===== src/rtl/match_pkg.sv =====
// Shared types and constants for the match controller slice.
// State encoding, WINNER codes and datapath widths.
package match_pkg;

  localparam int ACT_W = 6;
  localparam int HP_W  = 2;
  localparam int POS_W = 3;

  typedef enum logic [POS_W-1:0] {
    S_IDLE   = 3'd0,
    S_CD     = 3'd1,
    S_FIGHT  = 3'd2,
    S_REND   = 3'd3,
    S_MEND   = 3'd4,
    S_PAUSED = 3'd5
  } state_e;

  typedef enum logic [1:0] {
    W_NONE = 2'b00,
    W_P1   = 2'b01,
    W_P2   = 2'b10,
    W_DRAW = 2'b11
  } winner_e;

  function automatic logic is_onehot(
    input logic [ACT_W-1:0] v
  );
    return (v != '0) &&
           ((v & (v - ACT_W'(1))) == '0);
  endfunction

endpackage


===== src/rtl/match_if.sv =====
// Player/Game bus between the match controller and Game.
// master = controller side, slave = Game/stimulus side.
interface match_if;
  import match_pkg::*;

  logic [ACT_W-1:0] P1_IN;
  logic [ACT_W-1:0] P2_IN;
  logic [HP_W-1:0]  HP1;
  logic [HP_W-1:0]  HP2;
  logic [ACT_W-1:0] P1_ACT;
  logic [ACT_W-1:0] P2_ACT;
  logic             GAME_RST;

  modport master (
    input  P1_IN, P2_IN, HP1, HP2,
    output P1_ACT, P2_ACT, GAME_RST
  );

  modport slave (
    output P1_IN, P2_IN, HP1, HP2,
    input  P1_ACT, P2_ACT, GAME_RST
  );

endinterface


===== src/rtl/round_timer.sv =====
// Loadable down-counter; expire flags the last enabled tick.
// Load wins over count; the counter stops at zero.
module round_timer #(
  parameter int W = 4
) (
  input  logic         clk,
  input  logic         rst,
  input  logic         load,
  input  logic [W-1:0] load_val,
  input  logic         en,
  output logic [W-1:0] count,
  output logic         expire
);

  logic [W-1:0] cnt_q, cnt_d;

  always_comb begin
    cnt_d = cnt_q;
    if (load)
      cnt_d = load_val;
    else if (en && cnt_q != '0)
      cnt_d = cnt_q - W'(1);
  end

  always_ff @(posedge clk) begin
    if (rst) cnt_q <= '0;
    else     cnt_q <= cnt_d;
  end

  assign count  = cnt_q;
  assign expire = en && (cnt_q == W'(1));

endmodule


===== src/rtl/match_controller.sv =====
// Best-of-N match sequencer in front of Game.
// Optional pause support: define MATCH_PAUSE_EN.
module match_controller
  import match_pkg::*;
#(
  parameter int ROUND_TICKS      = 64,
  parameter int COUNTDOWN_CYCLES = 4,
  parameter int END_HOLD         = 4,
  parameter int WINS_NEEDED      = 2,
  parameter int MAX_ROUNDS       = 5
) (
  input  logic CLK,
  input  logic RST,
  input  logic START,
`ifdef MATCH_PAUSE_EN
  input  logic PAUSE,
`endif
  match_if.master gi,
  output logic [POS_W-1:0] STATE,
  output logic [$clog2(ROUND_TICKS+1)-1:0] TIMER,
  output logic [POS_W-1:0] ROUND_NUM,
  output logic [1:0] P1_WINS,
  output logic [1:0] P2_WINS,
  output logic [1:0] WINNER,
  output logic       MATCH_DONE
);

  localparam int TW = $clog2(ROUND_TICKS+1);
  localparam int CW = $clog2(COUNTDOWN_CYCLES+1);
  localparam int EW = $clog2(END_HOLD+1);
  localparam int PW = (CW > EW) ? CW : EW;

  state_e state_q, state_d;

  logic          pause_rise;
  logic [TW-1:0] ft_cnt;
  logic          ft_load, ft_en, ft_exp;
  logic [PW-1:0] ph_cnt_unused, ph_val;
  logic          ph_load, ph_en, ph_exp;

  logic hp1z, hp2z, ko;
  logic decide, r_p1, r_p2;
  logic start_ok, over;

  logic [1:0]       p1w_q, p1w_d;
  logic [1:0]       p2w_q, p2w_d;
  logic [POS_W-1:0] rnd_q, rnd_d;
  winner_e          win_q, win_d;

`ifdef MATCH_PAUSE_EN
  logic pause_q;
  always_ff @(posedge CLK) begin
    if (RST) pause_q <= 1'b0;
    else     pause_q <= PAUSE;
  end
  assign pause_rise = PAUSE & ~pause_q;
`else
  assign pause_rise = 1'b0;
`endif

  assign hp1z = (gi.HP1 == '0);
  assign hp2z = (gi.HP2 == '0);
  assign ko   = hp1z | hp2z;

  // A pause edge outranks KO/time-out so the round resumes untouched.
  assign ft_en   = (state_q == S_FIGHT) && !ko && !pause_rise;
  assign ft_load = (state_q == S_CD) && ph_exp;

  assign decide = (state_q == S_FIGHT) && !pause_rise &&
                  (ko || ft_exp);
  assign r_p1 = (hp2z && !hp1z) ||
                (!ko && ft_exp && gi.HP1 > gi.HP2);
  assign r_p2 = (hp1z && !hp2z) ||
                (!ko && ft_exp && gi.HP2 > gi.HP1);

  assign start_ok = START &&
                    (state_q == S_IDLE || state_q == S_MEND);
  assign over = (p1w_q == 2'(WINS_NEEDED)) ||
                (p2w_q == 2'(WINS_NEEDED)) ||
                (rnd_q == POS_W'(MAX_ROUNDS));

  assign ph_en   = (state_q == S_CD) || (state_q == S_REND);
  assign ph_load = (state_d != state_q) &&
                   (state_d == S_CD || state_d == S_REND);
  assign ph_val  = (state_d == S_CD) ? PW'(COUNTDOWN_CYCLES)
                                     : PW'(END_HOLD);

  round_timer #(.W(TW)) u_fight (
    .clk      (CLK),
    .rst      (RST),
    .load     (ft_load),
    .load_val (TW'(ROUND_TICKS)),
    .en       (ft_en),
    .count    (ft_cnt),
    .expire   (ft_exp)
  );

  round_timer #(.W(PW)) u_phase (
    .clk      (CLK),
    .rst      (RST),
    .load     (ph_load),
    .load_val (ph_val),
    .en       (ph_en),
    .count    (ph_cnt_unused),
    .expire   (ph_exp)
  );

  always_ff @(posedge CLK) begin
    if (RST) state_q <= S_IDLE;
    else     state_q <= state_d;
  end

  always_comb begin
    state_d = state_q;
    case (state_q)
      S_IDLE:  if (start_ok) state_d = S_CD;
      S_CD:    if (ph_exp) state_d = S_FIGHT;
      S_FIGHT: begin
        if (pause_rise)  state_d = S_PAUSED;
        else if (decide) state_d = S_REND;
      end
      S_REND:  if (ph_exp) state_d = over ? S_MEND : S_CD;
      S_MEND:  if (start_ok) state_d = S_CD;
`ifdef MATCH_PAUSE_EN
      S_PAUSED: if (pause_rise) state_d = S_FIGHT;
`endif
      default: state_d = S_IDLE;
    endcase
  end

  always_comb begin
    gi.P1_ACT   = '0;
    gi.P2_ACT   = '0;
    gi.GAME_RST = 1'b1;
    MATCH_DONE  = 1'b0;
    case (state_q)
      S_FIGHT: begin
        gi.GAME_RST = 1'b0;
        if (is_onehot(gi.P1_IN)) gi.P1_ACT = gi.P1_IN;
        if (is_onehot(gi.P2_IN)) gi.P2_ACT = gi.P2_IN;
      end
`ifdef MATCH_PAUSE_EN
      S_PAUSED: gi.GAME_RST = 1'b0;
`endif
      S_MEND:  MATCH_DONE = 1'b1;
      default: ;
    endcase
  end

  always_comb begin
    p1w_d = p1w_q;
    p2w_d = p2w_q;
    rnd_d = rnd_q;
    win_d = win_q;
    if (start_ok) begin
      p1w_d = '0;
      p2w_d = '0;
      rnd_d = POS_W'(1);
      win_d = W_NONE;
    end else if (decide) begin
      if (r_p1 && p1w_q != 2'd3) p1w_d = p1w_q + 2'd1;
      if (r_p2 && p2w_q != 2'd3) p2w_d = p2w_q + 2'd1;
    end else if (state_q == S_REND && ph_exp) begin
      if (!over)
        rnd_d = rnd_q + POS_W'(1);
      else if (p1w_q > p2w_q)
        win_d = W_P1;
      else if (p2w_q > p1w_q)
        win_d = W_P2;
      else
        win_d = W_DRAW;
    end
  end

  always_ff @(posedge CLK) begin
    if (RST) begin
      p1w_q <= '0;
      p2w_q <= '0;
      rnd_q <= '0;
      win_q <= W_NONE;
    end else begin
      p1w_q <= p1w_d;
      p2w_q <= p2w_d;
      rnd_q <= rnd_d;
      win_q <= win_d;
    end
  end

  assign STATE     = state_q;
  assign TIMER     = ft_cnt;
  assign ROUND_NUM = rnd_q;
  assign P1_WINS   = p1w_q;
  assign P2_WINS   = p2w_q;
  assign WINNER    = win_q;

endmodule


===== src/flat_wrapper.sv =====
// flat-port wrapper written by rule: the top's interface ports become plain ports
module match_controller_flat import match_pkg::*;
#(
  parameter int ROUND_TICKS      = 64,
  parameter int COUNTDOWN_CYCLES = 4,
  parameter int END_HOLD         = 4,
  parameter int WINS_NEEDED      = 2,
  parameter int MAX_ROUNDS       = 5
)
  (CLK, RST, START, STATE, TIMER, ROUND_NUM, P1_WINS, P2_WINS, WINNER, MATCH_DONE, gi_P1_IN, gi_P2_IN, gi_HP1, gi_HP2, gi_P1_ACT, gi_P2_ACT, gi_GAME_RST);
  match_if gi_i ();
  input  logic CLK;
  input  logic RST;
  input  logic START;
  output logic [POS_W-1:0] STATE;
  output logic [$clog2(ROUND_TICKS+1)-1:0] TIMER;
  output logic [POS_W-1:0] ROUND_NUM;
  output logic [1:0] P1_WINS;
  output logic [1:0] P2_WINS;
  output logic [1:0] WINNER;
  output logic MATCH_DONE;
  input wire logic [$bits(gi_i.P1_IN)-1:0] gi_P1_IN;
  input wire logic [$bits(gi_i.P2_IN)-1:0] gi_P2_IN;
  input wire logic [$bits(gi_i.HP1)-1:0] gi_HP1;
  input wire logic [$bits(gi_i.HP2)-1:0] gi_HP2;
  output wire logic [$bits(gi_i.P1_ACT)-1:0] gi_P1_ACT;
  output wire logic [$bits(gi_i.P2_ACT)-1:0] gi_P2_ACT;
  output wire logic [$bits(gi_i.GAME_RST)-1:0] gi_GAME_RST;
  assign gi_i.P1_IN = gi_P1_IN;
  assign gi_i.P2_IN = gi_P2_IN;
  assign gi_i.HP1 = gi_HP1;
  assign gi_i.HP2 = gi_HP2;
  assign gi_P1_ACT = gi_i.P1_ACT;
  assign gi_P2_ACT = gi_i.P2_ACT;
  assign gi_GAME_RST = gi_i.GAME_RST;
  match_controller #(.ROUND_TICKS(ROUND_TICKS), .COUNTDOWN_CYCLES(COUNTDOWN_CYCLES), .END_HOLD(END_HOLD), .WINS_NEEDED(WINS_NEEDED), .MAX_ROUNDS(MAX_ROUNDS)) u_core (.CLK(CLK), .RST(RST), .START(START), .gi(gi_i), .STATE(STATE), .TIMER(TIMER), .ROUND_NUM(ROUND_NUM), .P1_WINS(P1_WINS), .P2_WINS(P2_WINS), .WINNER(WINNER), .MATCH_DONE(MATCH_DONE));
endmodule

===== config.mk =====
export PLATFORM = sky130hd
export DESIGN_NAME = match_controller_flat
export DESIGN_NICKNAME = d
export VERILOG_FILES = /design/src/rtl/match_pkg.sv /design/src/rtl/match_if.sv /design/src/rtl/round_timer.sv /design/src/rtl/match_controller.sv /design/src/flat_wrapper.sv
export SDC_FILE = /design/constraint.sdc
export NUM_CORES = 1
export LEC_CHECK = 0
export CAP_MARGIN = 20
export CORE_ASPECT_RATIO = 1.4
export CORE_MARGIN = 4
export CORE_UTILIZATION = 45
export DETAILED_ROUTE_END_ITERATION = 8
export PLACE_DENSITY = 0.9
export SLEW_MARGIN = 20
export SYNTH_ARGS = -nofsm -noshare
export SYNTH_HDL_FRONTEND = slang
export SYNTH_SLANG_ARGS = --single-unit

===== constraint.sdc =====
create_clock -name CLK -period 1.9 [get_ports CLK]
set_input_delay 0.38 -clock CLK [delete_from_list [all_inputs] [get_ports CLK]]
set_output_delay 0.38 -clock CLK [all_outputs]
set_load 0.02 [all_outputs]

==> qor.csv <==
metric;value;unit
status;finished, final reports clean;
cp-start-kind;input port;
ir_drop;0.0004207;V
antenna_found_initial;0;
maxSlewHeadroom;73.62;%
netlist_instances;204;
finalNetCount;317;
cts_root_buf;clkbuf_8;
rows;25;
hold-worst-slack;500.8;ps
power_leakage;0.001101;uW
min_path_type;flop to flop;
overflow;0;
insertion_delay;260;ps
route.detailed.wl_per_inst;15.10;um
reg2regPathDepth;6;
synth-edff-count;0;
areaGrowthSynthToFinish;53.66;%
dieArea;4692;um2
grt_usage;21.39;%
min_period_over_period;98.88;%
synth_seq_cells;22;
finalMaxSlewViolations;0;
drc;0;
end_kind;output pin;
ys_seq_area_share;26.83;%
synth_ff_type;dfxtp_1;
fp.dieH;79.47;um
chipWidth;59.05;um
htreeDepth;1;
syn-mean-instance-area;8.047;um2
rrSetupSlack;120;ps
start_util;47.71;%
io-pin-count;52;
cts_buffers;3;
drt_iter0_drc;76;
cts_tree;done;
min_period;1879;ps
clockBufferDepth;2;
fmax;532.3;MHz
cts.sink_count;22;
syn-num-nets;239;
cp_cell_sequence;clkdlybuf4s50_1 -> nor2b_1 -> o21ai_2 -> a21oi_1 -> buf_4;
avgViaCountPerCell;5.561;
rsz0062_at_grt;yes;
diodes;0;
via_count;1785;
cts_setup_buffers;0;
powerDensity;433.4;nW/um2
syn-cell-area;1642;um2
crit_path_top_delay_cell;clkdlybuf4s50_1;
first_pass_iters;4;
ys_types;44;
grt_max_degree;13;
crit_fanout;4;
gp_congestion;0.8500;
worstPathRequired;1520;ps
pre_cts_slack;-765.3;ps
hold_violations;0;
criticalPathCategory;input port to output pin;
critical_path_arrival;1500;ps
clk_pin_slew;80;ps
whs_path_depth;2;
synthArstFlopShare;0;%
crit_path_max_incr_delay;520;ps
grt_pass1_vias;1796;
io_buffers;51;
fin_ws;21.34;ps
design.core.area;3441;um2
place_hpwl;3530;um
setup_viol_count_final;0;
worst_pin_slew;393.3;ps
ant_nets;0;
drive_gt1_share;26.69;%
grt_pass1_wl;7941;um
routed_wl;4847;um
finalClockSkew;3.678;ps
yosysWarnings;0;
drv_cap;0;
-- through the flow --
| stage | power [uW] | cells | util (%) | TNS (ps) | area [um2] |
|---|---|---|---|---|---|
| 3_5_place_dp | 743.9 | 318 | 69.42 | -9854 | 2389 |
| 2_1_floorplan | 619.7 | 204 | - | 0 | 1642 |
| 6_report | 1093 | 321 | 73.31 | 0 | 2522 |
| 4_1_cts | 1090 | 322 | 71.78 | 0 | 2470 |
| 3_3_place_gp | 735.7 | 318 | 69.42 | -8960 | 2389 |
| 5_1_grt | 1139 | 321 | 73.31 | -66.80 | 2522 |
-- placed cells by master, fill, tap and decap left out, drive strengths merged, types with 2 or more instances in the layout --
| master | netlist | final |
|---|---|---|
| a211oi | 5 | 5 |
| a21oi | 14 | 14 |
| a31oi | 3 | 3 |
| and3 | 5 | 5 |
| and4b | 2 | 2 |
| buf | 1 | 42 |
| clkbuf | 3 | 6 |
| clkdlybuf4s50 | 0 | 22 |
| dfxtp | 22 | 22 |
| dlygate4sd2 | 0 | 4 |
| dlymetal6s2s | 0 | 7 |
| ha | 16 | 16 |
| inv | 16 | 16 |
| mux2i | 3 | 3 |
| nand2 | 17 | 17 |
| nand2b | 5 | 5 |
| nand3 | 2 | 2 |
| nand4 | 2 | 2 |
| nor2 | 18 | 18 |
| nor2b | 8 | 8 |
| nor3 | 3 | 3 |
| nor3b | 3 | 3 |
| o2111ai | 3 | 3 |
| o211ai | 3 | 3 |
| o21a | 5 | 5 |
| o21ai | 10 | 10 |
| or3 | 10 | 10 |
| or4 | 2 | 2 |
| xnor2 | 3 | 3 |
| xor2 | 5 | 5 |
-- timing repair --
action / in CTS / in global routing
resized for setup: 95 / 27
endpoints found under the setup margin: 16 / 11
hold buffers: 0 / 0
pin swaps: 14 / 18
-- registers in the layout (all words and copies together) (netlist names) --
signal	count
u_core.P1_WINS	2
u_core.P2_WINS	2
u_core.ROUND_NUM	3
u_core.STATE	3
u_core.WINNER	2
u_core.u_fight.count	7
u_core.u_phase.count	3
-- layout make-up --
class	count	area (um2)
Inverter	16	60.06
Clock buffer	4	55.05
Tap cell	40	50.05
Fill cell	246	918.4
Multi-Input combinational cell	162	1231
Timing Repair Buffer	77	685.7
Sequential cell	22	440.4
-- layer usage --
metal	wire, um	vias up	track usage (%)
li1	-	886	-
met1	1765	827	21.91
met2	2717	64	41.92
met3	252	8	1.618
met4	111	0	9.524
met5	0	-	0
-- worst max-delay path, delay by kind of cell --
family          cells  cell delay [ps]
buf+inv             2              690
simple gates        1              180
compound gates      2              250
-- power by group --
| part | internal, uW | switching (uW) |
|---|---|---|
| Clock | 185 | 152 |
| Sequential | 474 | 13.7 |
| Combinational | 140 | 128 |
-- path summary, 6_finish.rpt --
| path | startpoint | endpoint |
|---|---|---|
| setup / recovery | gi_P2_IN[1] | gi_P2_ACT[2] |
| hold / removal | u_core.WINNER[1]$_SDFFE_PP0P_ | u_core.WINNER[1]$_SDFFE_PP0P_ |
| hold reg to reg | u_core.WINNER[1]$_SDFFE_PP0P_ | u_core.WINNER[1]$_SDFFE_PP0P_ |
| setup reg to reg | u_core.STATE[0]$_SDFF_PP0_ | u_core.P1_WINS[0]$_SDFFE_PP0P_ |
-- cell families after synthesis --
family | Yosys count | synth area share [%]
xor+xnor | 8 | 4.268
simple gates | 82 | 28.43
buf+inv | 20 | 4.649
compound gates | 52 | 21.11
mux | 4 | 2.515
fa+ha+maj | 16 | 12.20
flops | 22 | 26.83
-- synthesized netlist by cell type (2+ instances only) --
master     number  area share [%]
nor3_1          3            0.91
ha_1           16              12
o211ai_1        3             1.4
nor2b_1         8             3.0
a21oi_1        14             4.3
and3_1          5             1.9
dfxtp_1        22              27
o2111ai_1       3             1.6
nor3b_1         2            0.91
xnor2_1         3             1.6
clkbuf_1        3            0.69
inv_1          15             3.4
or3_1          10             3.8
xor2_1          5             2.7
nand2b_1        5             1.9
a31oi_1         3             1.1
nor2_1         18             4.1
o21a_1          5             2.3
o21ai_0        10             3.0
nand4_1         2            0.76
and4b_1         2             1.2
nand3_1         2            0.61
a211oi_1        5             2.3
nand2_1        17             3.9
or4_1           2            0.91
mux2i_1         3             1.8
Note: power is estimated with default switching activity, not from simulation.
